$ cat config.mk
export PLATFORM = sky130hd
export DESIGN_NAME = online_digit_reader_flat
export DESIGN_NICKNAME = d
export VERILOG_FILES = /design/src/rtl/online_digit_pkg.sv /design/src/rtl/online_digit_reader_if.sv /design/src/rtl/online_digit_fifo.sv /design/src/rtl/online_digit_reader.sv /design/src/flat_wrapper.sv
export SDC_FILE = /design/constraint.sdc
export NUM_CORES = 1
export LEC_CHECK = 0
export BUFFER_PORTS_ARGS = -buffer_cell sky130_fd_sc_hd__buf_4
export CORE_MARGIN = 2
export CORE_UTILIZATION = 55
export CTS_CLUSTER_DIAMETER = 120
export CTS_CLUSTER_SIZE = 16
export DETAILED_ROUTE_END_ITERATION = 10
export GPL_ROUTABILITY_DRIVEN = 0
export PLACE_DENSITY = 0.76
export SLEW_MARGIN = 15
export SYNTH_ARGS = -nofsm -noshare
export SYNTH_HDL_FRONTEND = slang
export SYNTH_SLANG_ARGS = --single-unit
$ cat constraint.sdc
create_clock -name clk -period 2.15 [get_ports clk]
set_clock_uncertainty 0.15 [all_clocks]
set_input_delay 0.5375 -clock clk [delete_from_list [all_inputs] [get_ports clk]]
set_output_delay 0.5375 -clock clk [all_outputs]
set_load 0.05 [all_outputs]
$ cat src/rtl/online_digit_pkg.sv
// Shared digit codes and sequencer state encodings for the online-digit read path.
package online_digit_pkg;

  localparam logic [1:0] DIGIT_ZERO    = 2'b00;
  localparam logic [1:0] DIGIT_POS     = 2'b01;
  localparam logic [1:0] DIGIT_NEG     = 2'b10;
  localparam logic [1:0] DIGIT_ILLEGAL = 2'b11;

  typedef enum logic [1:0] {
    ST_IDLE  = 2'd0,
    ST_READ  = 2'd1,
    ST_DRAIN = 2'd2
  } rd_state_t;

endpackage

$ cat src/rtl/online_digit_reader_if.sv
// Valid/ready digit stream from the reader to the online divider datapath.
interface online_digit_reader_if #(
  parameter int DATA_WIDTH = 2
);
  logic [DATA_WIDTH-1:0] digit_out;
  logic                  digit_valid;
  logic                  digit_ready;
  logic                  digit_last;
  logic                  digit_err;

  modport master (
    output digit_out, digit_valid, digit_last, digit_err,
    input  digit_ready
  );

  modport slave (
    input  digit_out, digit_valid, digit_last, digit_err,
    output digit_ready
  );
endinterface

$ cat src/rtl/online_digit_fifo.sv
// Small synchronous FIFO holding {last, digit} entries between the RAM read pipe and the consumer.
module online_digit_fifo #(
  parameter  int WIDTH = 3,
  parameter  int DEPTH = 4,
  localparam int AW    = $clog2(DEPTH)
) (
  input  logic             clk,
  input  logic             clear_n,
  input  logic             push,
  input  logic [WIDTH-1:0] push_data,
  input  logic             pop,
  output logic [WIDTH-1:0] pop_data,
  output logic             empty,
  output logic [AW:0]      count
);

  logic [WIDTH-1:0] mem [DEPTH];
  logic [AW-1:0]    wr_ptr;
  logic [AW-1:0]    rd_ptr;
  logic [AW:0]      count_q;
  logic             full;
  logic             do_push;
  logic             do_pop;

  assign empty    = (count_q == '0);
  assign full     = (count_q == (AW+1)'(DEPTH));
  assign do_pop   = pop & ~empty;
  // a push into a full buffer is legal when the head leaves on the same edge
  assign do_push  = push & (~full | do_pop);
  assign pop_data = mem[rd_ptr];
  assign count    = count_q;

  always_ff @(posedge clk) begin
    if (!clear_n) begin
      wr_ptr  <= '0;
      rd_ptr  <= '0;
      count_q <= '0;
    end else begin
      if (do_push) wr_ptr <= wr_ptr + 1'b1;
      if (do_pop)  rd_ptr <= rd_ptr + 1'b1;
      case ({do_push, do_pop})
        2'b10:   count_q <= count_q + 1'b1;
        2'b01:   count_q <= count_q - 1'b1;
        default: count_q <= count_q;
      endcase
    end
  end

  always_ff @(posedge clk) begin
    if (do_push) mem[wr_ptr] <= push_data;
  end

endmodule

$ cat src/rtl/online_digit_reader.sv
// Read-side sequencer: streams LEN signed digits from the online-digit RAM into a valid/ready stream.
//   state    | meaning
//   ST_IDLE  | waiting for start; done pulse shown here for one cycle after a transfer
//   ST_READ  | issuing one RAM read per cycle while credit allows
//   ST_DRAIN | all reads issued; waiting for pipe and buffer to empty
module online_digit_reader
  import online_digit_pkg::*;
#(
  parameter int DATA_WIDTH = 2,
  parameter int ADDR_WIDTH = 7,
  parameter int FIFO_DEPTH = 4
) (
  input  logic                  clk,
  input  logic                  clear_n,
  input  logic                  start,
  input  logic [ADDR_WIDTH-1:0] base_addr,
  input  logic [ADDR_WIDTH:0]   len,
  output logic                  busy,
  output logic                  done,
  output logic [ADDR_WIDTH-1:0] read_addr,
  input  logic [DATA_WIDTH-1:0] ram_q,
  online_digit_reader_if.master dig
);

  localparam int CW = $clog2(FIFO_DEPTH) + 1;
  localparam logic [CW:0]         OCC_LIMIT = (CW+1)'(FIFO_DEPTH);
  localparam logic [ADDR_WIDTH:0] REM_ONE   = (ADDR_WIDTH+1)'(1);
  localparam logic [CW-1:0]       CNT_ONE   = CW'(1);

  rd_state_t state_q, state_d;

  logic [ADDR_WIDTH-1:0] ptr_q;
  logic [ADDR_WIDTH:0]   remaining_q;
  logic [ADDR_WIDTH-1:0] read_addr_q;
  logic [1:0]            inflight_v;
  logic [1:0]            inflight_last;
  logic                  done_q;
  logic                  err_q;

  logic                  accept;
  logic                  issue;
  logic                  credit_ok;
  logic                  drain_done;
  logic [CW:0]           occupied;

  logic                  fifo_push;
  logic                  fifo_pop;
  logic [DATA_WIDTH:0]   fifo_push_data;
  logic [DATA_WIDTH:0]   fifo_pop_data;
  logic                  fifo_empty;
  logic [CW-1:0]         fifo_count;

  // credit counts reads still in the RAM pipe so a push always finds room
  assign occupied   = {1'b0, fifo_count}
                    + {{CW{1'b0}}, inflight_v[0]}
                    + {{CW{1'b0}}, inflight_v[1]};
  assign credit_ok  = (occupied < OCC_LIMIT);
  assign accept     = (state_q == ST_IDLE) && start && !done_q;
  assign issue      = (state_q == ST_READ) && (remaining_q != '0) && credit_ok;
  assign drain_done = (state_q == ST_DRAIN) && !inflight_v[0] && !inflight_v[1]
                    && (fifo_empty || ((fifo_count == CNT_ONE) && fifo_pop));

  always_ff @(posedge clk) begin
    if (!clear_n) state_q <= ST_IDLE;
    else          state_q <= state_d;
  end

  always_comb begin
    state_d = state_q;
    case (state_q)
      ST_IDLE:  if (accept) state_d = (len == '0) ? ST_DRAIN : ST_READ;
      ST_READ:  if (issue && (remaining_q == REM_ONE)) state_d = ST_DRAIN;
      ST_DRAIN: if (drain_done) state_d = ST_IDLE;
      default:  state_d = ST_IDLE;
    endcase
  end

  always_comb begin
    busy = 1'b0;
    done = 1'b0;
    busy = (state_q != ST_IDLE) || done_q;
    done = done_q;
  end

  always_ff @(posedge clk) begin
    if (!clear_n) begin
      ptr_q         <= '0;
      remaining_q   <= '0;
      read_addr_q   <= '0;
      inflight_v    <= '0;
      inflight_last <= '0;
      done_q        <= 1'b0;
      err_q         <= 1'b0;
    end else begin
      done_q        <= drain_done;
      inflight_v    <= {inflight_v[0], issue};
      inflight_last <= {inflight_last[0], issue && (remaining_q == REM_ONE)};
      if (accept) begin
        ptr_q       <= base_addr;
        remaining_q <= len;
        err_q       <= 1'b0;
      end
      if (issue) begin
        read_addr_q <= ptr_q;
        ptr_q       <= ptr_q + 1'b1;
        remaining_q <= remaining_q - 1'b1;
      end
      if (inflight_v[1] && (ram_q == DIGIT_ILLEGAL)) err_q <= 1'b1;
    end
  end

  assign read_addr      = read_addr_q;
  assign fifo_push      = inflight_v[1];
  assign fifo_push_data = {inflight_last[1], ram_q};
  assign fifo_pop       = dig.digit_valid && dig.digit_ready;

  online_digit_fifo #(
    .WIDTH (DATA_WIDTH + 1),
    .DEPTH (FIFO_DEPTH)
  ) u_fifo (
    .clk       (clk),
    .clear_n   (clear_n),
    .push      (fifo_push),
    .push_data (fifo_push_data),
    .pop       (fifo_pop),
    .pop_data  (fifo_pop_data),
    .empty     (fifo_empty),
    .count     (fifo_count)
  );

  // stale buffer contents are masked so the stream reads as zero when idle
  assign dig.digit_valid = !fifo_empty;
  assign dig.digit_out   = fifo_empty ? '0 : fifo_pop_data[DATA_WIDTH-1:0];
  assign dig.digit_last  = !fifo_empty && fifo_pop_data[DATA_WIDTH];
  assign dig.digit_err   = err_q;

endmodule

$ cat src/flat_wrapper.sv
// flat-port wrapper written by rule: the top's interface ports become plain ports
module online_digit_reader_flat import online_digit_pkg::*;
#(
  parameter int DATA_WIDTH = 2,
  parameter int ADDR_WIDTH = 7,
  parameter int FIFO_DEPTH = 4
)
  (clk, clear_n, start, base_addr, len, busy, done, read_addr, ram_q, dig_digit_out, dig_digit_valid, dig_digit_last, dig_digit_err, dig_digit_ready);
  online_digit_reader_if #(.DATA_WIDTH(DATA_WIDTH)) dig_i ();
  input  logic clk;
  input  logic clear_n;
  input  logic start;
  input  logic [ADDR_WIDTH-1:0] base_addr;
  input  logic [ADDR_WIDTH:0] len;
  output logic busy;
  output logic done;
  output logic [ADDR_WIDTH-1:0] read_addr;
  input  logic [DATA_WIDTH-1:0] ram_q;
  output wire logic [$bits(dig_i.digit_out)-1:0] dig_digit_out;
  output wire logic [$bits(dig_i.digit_valid)-1:0] dig_digit_valid;
  output wire logic [$bits(dig_i.digit_last)-1:0] dig_digit_last;
  output wire logic [$bits(dig_i.digit_err)-1:0] dig_digit_err;
  input wire logic [$bits(dig_i.digit_ready)-1:0] dig_digit_ready;
  assign dig_digit_out = dig_i.digit_out;
  assign dig_digit_valid = dig_i.digit_valid;
  assign dig_digit_last = dig_i.digit_last;
  assign dig_digit_err = dig_i.digit_err;
  assign dig_i.digit_ready = dig_digit_ready;
  online_digit_reader #(.DATA_WIDTH(DATA_WIDTH), .ADDR_WIDTH(ADDR_WIDTH), .FIFO_DEPTH(FIFO_DEPTH)) u_core (.clk(clk), .clear_n(clear_n), .start(start), .base_addr(base_addr), .len(len), .busy(busy), .done(done), .read_addr(read_addr), .ram_q(ram_q), .dig(dig_i));
endmodule
=== After elaboration in Yosys (flattened, before gate mapping) ===
Memories as Yosys holds them, arrays and structs flattened. A register that Yosys moved wholly into a read port is not among the register bits.
Cells that the tools add are included.

* Bits in registers: 37
* Bits in writable memories: 12
* Input bits: 21
* Output and inout bits: 14
* Logic and storage cells: 81
* Memories kept: 1

{| class="wikitable"
|+ Memories
! memory !! words !! bits a word !! read ports !! clocked after Yosys merged registers in !! write ports !! line !! source
|-
| u_core.u_fifo.mem || 4 || 3 || 1 || 1 || 1 || online_digit_fifo.sv:17 || <nowiki>logic [WIDTH-1:0] mem [DEPTH];</nowiki>
|}

* $add $sub $neg: 8
* Magnitude comparators: 1
* Eq/ne operators: 11
* Muxes and demuxes: 17
* Bitwise logic cells: 5
* Reduce and logical (&&, ||, !) cells: 27

{| class="wikitable"
|+ Operator list
! operator !! count
|-
| $mux 8 || 2
|-
| $mux 2 || 7
|-
| $mux 7 || 2
|-
| $logic_and 1x1->1 || 12
|-
| $eq 8x1->1 const B || 1
|-
| $logic_not 8->1 || 1
|-
| $reduce_bool 2->1 || 4
|-
| $reduce_bool 8->1 || 1
|-
| $sub 8x1->8 const B || 1
|-
| $add 7x1->7 const B || 1
|-
| $eq 2x2->1 const B || 3
|-
| $pmux 2 s3 || 1
|-
| $pmux 3 s2 || 1
|-
| $add 2x1->2 const B || 2
|-
| $add 3x1->4 || 1
|-
| $add 4x1->4 || 1
|-
| $eq 2x1->1 const B || 2
|-
| $logic_not 1->1 || 4
|-
| $lt 4x3->1 const B || 1
|-
| $mux 1 || 4
|-
| $ne 2x1->1 const B || 2
|-
| $add 3x1->3 const B || 1
|-
| $eq 3x1->1 const B || 1
|-
| $eq 3x3->1 const B || 1
|-
| 9 further kinds || 12
|}

=== Longest topological paths before layout ===
Gate-level depths: netlist (run 1).

* Word-level depth: 8
* Gate-level depth with buffers: 8
* Depth with buffers taken out: 6

=== Cells and area by module ===
Synthesis (run 1) repeated with hierarchy kept, for this count alone.

* Cells, all modules: 273
* Area, all modules: 2,543.7 sq um

{| class="wikitable"
|+ By module, submodules not included
! module !! times used !! cells an instance !! area an instance (sq um) !! sequential area each (sq um)
|-
| online_digit_reader || 1 || 205 || 1,629.1 || 600.6
|-
| online_digit_fifo || 1 || 68 || 914.6 || 540.5
|}

=== Least setup slack after synthesis (run 1) ===
Ideal clock, no wire load.

* Path type: register to output
* Start: register u_core.u_fifo.count_q[0], in the netlist u_core.u_fifo.count[0]
* End: output port dig_digit_last
* Arrival time: 1,719 ps
* Data required time: 1,462 ps
* Slack: -256 ps
* Cell stages (with the launch flop): 5
* Buffers on the path: 0
* Path through: dfxtp_1 > inv_1 > ha_1 > nand2b_1 > and2_1

* Longest elaborated chain between the ends: 3

{| class="wikitable"
|+ Ends and longest elaborated chain
! what !! line !! source
|-
| start: declaration || online_digit_fifo.sv:20 || <nowiki>logic [AW:0] count_q;</nowiki>
|-
| start signal: assignment || online_digit_fifo.sv:42 || <nowiki>2'b10: count_q <= count_q + 1'b1;</nowiki>
|-
| start signal: assignment || online_digit_fifo.sv:43 || <nowiki>2'b01: count_q <= count_q - 1'b1;</nowiki>
|-
| start signal: assignment || online_digit_fifo.sv:44 || <nowiki>default: count_q <= count_q;</nowiki>
|-
| $logic_not 3->1 || online_digit_fifo.sv:25 || <nowiki>assign empty = (count_q == '0);</nowiki>
|-
| $logic_not 1->1 || n/a ||
|-
| net dig_digit_valid || flat_wrapper.sv:20 || <nowiki>output wire logic [$bits(dig_i.digit_valid)-1:0] dig_digit_valid;</nowiki>
|-
| $logic_and 1x1->1 || online_digit_reader.sv:134 || <nowiki>assign dig.digit_last = !fifo_empty && fifo_pop_data[DATA_WIDTH];</nowiki>
|-
| end: declaration || flat_wrapper.sv:21 || <nowiki>output wire logic [$bits(dig_i.digit_last)-1:0] dig_digit_last;</nowiki>
|}

The timed path passes the listed nets, and every way through them passes these cells.

==> results of run 1 <==
==> worst max-delay path, delay by kind of cell, from the launching register on <==
family | cells | cell delay, ns
flops | 1 | 0.39
mux | 1 | 0.50
buf+inv | 1 | 0.14
simple gates | 1 | 0.16
==> kinds of logic after synthesis <==
family	count (synthesis)	share of synthesized area, %
buffers and inverters	28	4.80
multiplexers	5	3.37
adder cells (fa/ha/maj)	13	6.17
flip-flops	51	43.3
AO/OA/AOI/OAI	73	19.5
AND/OR/NAND/NOR	104	20.9
XOR/XNOR	6	1.99
==> state kept, by name, indices dropped and copies added, names as in the netlist, named ones only <==
name,flops
u_core.dig.digit_err,1
u_core.inflight_last,2
u_core.state_q,2
u_core.inflight_v,2
u_core.u_fifo.wr_ptr,2
u_core.u_fifo.count,3
u_core.u_fifo.rd_ptr,2
u_core.ptr_q,7
u_core.read_addr,7
u_core.done,1
u_core.u_fifo.mem,12
u_core.remaining_q,8
==> path summary, 6_finish.rpt <==
check / slack (ns) / from / cells after the start / endpoint
setup / recovery: -0.03 / flop / 3 / dig_digit_out[1]
hold / removal: 0.29 / ram_q[1] / 1 / u_core.u_fifo.mem[0][1]
setup reg to reg: 0.09 / u_core.inflight_v[1] / 7 / u_core.ptr_q[2]
hold reg to reg: 0.31 / u_core.inflight_last[0] / 1 / u_core.inflight_last[1]
==> synthesized netlist by cell type (3+ instances only) <==
master,n
inv_1,8
o211ai_1,5
xnor2_1,4
a31oi_1,7
nand4_1,3
a211oi_1,4
nor2b_1,4
nor3_1,3
clkbuf_1,13
nand3_1,21
o21a_1,3
dfxtp_1,39
o2111ai_1,4
nand2_1,19
mux4_2,3
o21ai_1,8
ha_1,13
a221oi_1,3
edfxtp_1,12
nor2_1,23
and2_1,10
o21ai_0,5
nor4_1,3
o221ai_1,4
a21oi_1,12
a32oi_1,5
or3_1,3
==> stage by stage <==
stage,setup TNS [ns],hold WS (ns),cell area (um^2),cells,setup slack (ns)
floorplan,0,0.262,2640,280,0.0703
global placement,0,0.295,3020,368,0.170
detailed placement,0,0.306,3020,368,0.124
CTS,-0.0912,0.286,3160,376,-0.0375
global route,-0.199,0.280,3180,377,-0.0721
finish,-0.0661,0.291,3180,377,-0.0286
==> what timing repair did <==
item / CTS / global route
endpoints found under the setup margin: 4 / 8
gates resized for setup: 14 / 3
setup buffers: 0 / 1
pin swaps: 3 / 1
endpoints found under the hold margin: 0 / 0
==> layout by cell type (no fill, tap or decap), types with 7 or more instances in the layout <==
cell	n
dfxtp_1	37
inv_1	8
buf_4	51
nand2_1	19
a31oi_1	7
ha_1	12
edfxtp_1	12
nand3_1	21
o21ai_1	8
nor2_1	23
and2_1	7
a21oi_1	11
==> power groups by stage <==
stage | Clock [W] | Combinational, W | Sequential [W]
3_5_place_dp | 0 | 0.00117 | 0.00119
5_1_grt | 0.000649 | 0.00142 | 0.00119
2_1_floorplan | 0 | 0.000837 | 0.00119
6_report | 0.000599 | 0.00130 | 0.00118
4_1_cts | 0.000610 | 0.00128 | 0.00118
3_3_place_gp | 0 | 0.00115 | 0.00119
==> cell type report <==
class,instances,area [um^2]
Clock inverter,3,28.8
Fill cell,390,1480
Clock buffer,5,68.8
Timing Repair Buffer,54,428
Inverter,9,36.3
Sequential cell,51,1150
Multi-Input combinational cell,201,1410
Tap cell,54,67.6
==> metal layers <==
metal	vias to the layer above	part of all wire, %
li1	1127	-
met5	-	0
met3	6	5.5
met1	1115	43
met2	74	51
met4	0	1.0
==> flow_summary.toml, run 1 <==
[setup_path]
cp_max_fo = 3
critPathKind = "reg -> out"
startpoint_type = "flop"
max_stage_delay_ns = 0.50
required_ns = 1.46
worstPathArrival_ns = 1.49
worstSetupEndpointType = "output port"
cp_cell_sequence = "mux4_2 > and2_4 > buf_8"
slowest_stage = "mux4_2"

[yosys]
syn_nets = 314
netlist_area_um2 = 2640
ys_seq_area_share_pct = 43.3
synth_top_area_cell = "dfxtp_1"
syn_inst = 280
synth_flop_cell = "dfxtp_1"
yosys_warnings = 0
synthArstFlopShare_pct = 0
synth_cell_types = 57
synth_area_leaders = "dfxtp_1 (30%), edfxtp_1 (14%), ha_1 (6.2%)"
avgSynthCellArea_um2 = 9.41
ys_ff_latch = 51
synth_edf_count = 12
yosys.area.top_type_share_pct = 29.6

[flow_run]
maxCapViolCount = 0

[drt]
via_per_inst = 6.16
drt_pass1_iterations = 4
drt-initial-drc-count = 159
drcViolationCount = 0
routed_wl_mm = 6.01
wire_per_inst_um = 15.9
ant_nets = 0
vias = 2322

[sta]
fin_ws_ns = -0.0286
maxSlewHeadroom_pct = 74.8
tightest_slew_ns = 0.375
rsz0062_at_grt = "true"
fmax_ghz = 0.459
period_minus_slack_ns = 2.18
setup_viol = 3
fin_crit_sh_pct = 101
finalMaxSlewViolations = 0
hold_viol = 0

[power_and_ir_drop]
peakVddDrop_v = 0.000468
p_int_w = 0.00188
totalPowerFinal_w = 0.00308
seqPwrFrac_pct = 38.3
p_sw_w = 0.00120
p_comb_share_pct = 42.2
powerDensity_nw_per_um2 = 968
clkPwrFrac_pct = 19.5
swShare_pct = 38.9
leakage_nw = 1.21

[hold_path]
hold_path.class = "in -> reg"

[clock_network]
insertion_delay_ns = 0.31
cts.root.buffer_cell = "clkbuf_8"
cts.path.max_buffers = 2
hold_buffers = 0
numCtsBuffers = 5
cts_tree = "done"
htree_levels = 2
cts.sinks = 51
clk_pin_slew_ns = 0.10

[floorplanning]
io_pins = 35
core-area_um2 = 4660
die_y_um = 73.2
die_area_um2 = 5360
start_util_pct = 56.5
rows = 25
die_w_um = 73.2

[placement]
portBuffers = 34
dp_hpwl_mm = 4.29

[global_route]
grt_pass1_vias = 2089
grt_usage_pct = 24.1
antenna_found_initial = 0
top_usage_layer = "met2"
grt_max_degree = 21
grt_use_met3_pct = 4.42
grt_pass1_wl_mm = 10.1
grt-ovfl-total = 0
globalRouteMet2Util_pct = 40.4
use_met1_pct = 31.7

[final_layout]
syn_to_final_growth_pct = 20.8
finalNetCount = 356
final_util_pct = 68.3
drive_above_1_share_pct = 26.0
insertedDiodeCount = 0

[outcome]
failed_checks = "setup timing"
outcome = "finished, violations left"
Note: power is estimated with default switching activity, not from simulation.
==> run 2: changes to the inputs <==
--- a/config.mk
+++ b/config.mk
@@ -12,6 +12,7 @@
 export CTS_CLUSTER_SIZE = 16
 export DETAILED_ROUTE_END_ITERATION = 10
 export GPL_ROUTABILITY_DRIVEN = 0
+export HOLD_SLACK_MARGIN = 0.1
 export PLACE_DENSITY = 0.76
 export SLEW_MARGIN = 15
 export SYNTH_ARGS = -nofsm -noshare
==> constraint.sdc (replaced) <==
create_clock -name clk -period 2.1 [get_ports clk]
set_clock_uncertainty 0.15 [all_clocks]
set_input_delay 0.525 -clock clk [delete_from_list [all_inputs] [get_ports clk]]
set_output_delay 0.525 -clock clk [all_outputs]
set_load 0.05 [all_outputs]
==> flow_summary.toml, run 2 (synthesis results as in run 1) <==
[sta]
hold_viol = 0
finalMaxSlewViolations = 0
period_minus_slack_ns = 2.14
rsz0062_at_grt = "true"
maxSlewHeadroom_pct = 71.4
fin_crit_sh_pct = 102
fin_ws_ns = -0.0371
tightest_slew_ns = 0.429
setup_viol = 3
fmax_ghz = 0.468

[floorplanning]
die_y_um = 73.2
die_area_um2 = 5360
core-area_um2 = 4660
die_w_um = 73.2
io_pins = 35
rows = 25
start_util_pct = 56.5

[final_layout]
regMostFlops = "u_core.u_fifo.mem"
drive_above_1_share_pct = 26.6
reg_top3 = "u_core.u_fifo.mem x12, u_core.remaining_q x8"
syn_to_final_growth_pct = 21.5
stdcell_count = 377
largest_register_ffs = 12
finalNetCount = 356
layout_common_cells = "buf_4 (50), dfxtp_1 (37), nor2_1 (23), nand3_1 (21), nand2_1 (19)"
final_common_cell = "buf_4"
insertedDiodeCount = 0
postLayoutCellArea_um2 = 3200

[clock_network]
numCtsBuffers = 5
insertion_delay_ns = 0.31
hold_buffers = 0
cts_tree = "done"
cts.path.max_buffers = 2
cts.root.buffer_cell = "clkbuf_8"
clk_pin_slew_ns = 0.09
htree_levels = 2
cts.sinks = 51

[power_and_ir_drop]
powerDensity_nw_per_um2 = 1010
seqPwrFrac_pct = 37.5
clkPwrFrac_pct = 21.2
p_int_w = 0.00204
p_sw_w = 0.00119
leakage_nw = 1.21
totalPowerFinal_w = 0.00323
p_comb_share_pct = 41.3
peakVddDrop_v = 0.000543
swShare_pct = 36.7

[setup_path]
worstPathArrival_ns = 1.46
critPathKind = "reg -> out"
cp_cell_sequence = "mux4_2 > and2_4 > buf_8"
max_stage_delay_ns = 0.49
required_ns = 1.42
worstSetupEndpointType = "output port"
slowest_stage = "mux4_2"
r2r-start = "u_core.remaining_q[0]"
startpoint_type = "flop"
cp_max_fo = 3

[drt]
drt-met1-wl_mm = 2.57
via_per_inst = 5.98
highest_layer = "met4"
drcViolationCount = 0
drt-initial-drc-count = 106
vias = 2256
dr_wl_met2_mm = 2.96
ant_nets = 0
wire_per_inst_um = 15.6
drt_pass1_iterations = 4
wl_met3_um = 259
routed_wl_mm = 5.87

[global_route]
grt_usage_pct = 23.4
antenna_found_initial = 0
grt-ovfl-total = 0
grt_max_degree = 18
grt_pass1_vias = 2149
grt_pass1_wl_mm = 9.87

[placement]
portBuffers = 34
placed_area_um2 = 3030
dp_hpwl_mm = 4.25
placedCellCount = 369

[flow_run]
maxCapViolCount = 0

[outcome]
outcome = "finished, violations left"
failed_checks = "setup timing"

[hold_path]
hold_start = "ram_q[0]"
hold_path.class = "in -> reg"
[run 2: cell type report]
class / count / area [um^2]
inverters: 9 / 33.8
flip-flops and latches: 51 / 1150
clock buffers: 5 / 68.8
repair buffers: 54 / 432
fillers: 380 / 1460
well taps: 54 / 67.6
clock inverters: 3 / 42.5
multi-input cells: 201 / 1410
[run 2: path summary, 6_finish.rpt]
kind                             endpoint  slack, ns  cells after the start
setup reg to reg    u_core.remaining_q[5]       0.16                      6
setup / recovery         dig_digit_out[1]      -0.04                      3
hold / removal    u_core.u_fifo.mem[1][0]       0.30                      1
hold reg to reg   u_core.inflight_last[1]       0.33                      1
[run 2: stage by stage]
step | setup TNS [ns] | utilization [%] | worst slack (ns) | hold WS [ns]
detailed placement | 0 | 65.0 | 0.0719 | 0.301
finish | -0.109 | 68.7 | -0.0371 | 0.298
global route | -0.252 | 68.7 | -0.0872 | 0.283
floorplan | 0 | - | 0.0328 | 0.262
CTS | -0.148 | 68.3 | -0.0534 | 0.286
global placement | 0 | 65.0 | 0.127 | 0.292
[run 2: power groups by stage]
| stage | clock network [W] | logic, W | registers, W |
|---|---|---|---|
| after global routing | 0.000730 | 0.00145 | 0.00123 |
| after floorplan | 0 | 0.000857 | 0.00122 |
| after detailed placement | 0 | 0.00120 | 0.00123 |
| after global placement | 0 | 0.00118 | 0.00122 |
| final | 0.000685 | 0.00133 | 0.00121 |
| after CTS | 0.000703 | 0.00131 | 0.00121 |
[run 2: metal layers]
layer	vias up	GRT usage (%)
met5	-	0
met4	0	5.97
met3	7	4.01
met2	61	40.6
met1	1058	29.9
li1	1130	-
[run 2: timing repair]
action                                  4_1_cts  5_1_grt
pin swaps                                     3        1
gates resized for setup                      14        7
setup buffers                                 0        0
endpoints found under the setup margin        4       11
[run 2: critical path: cells and delay by family (launching register included)]
kind,cells,cell delay [ns]
simple gates,1,0.15
mux,1,0.49
buf+inv,1,0.14
flops,1,0.38
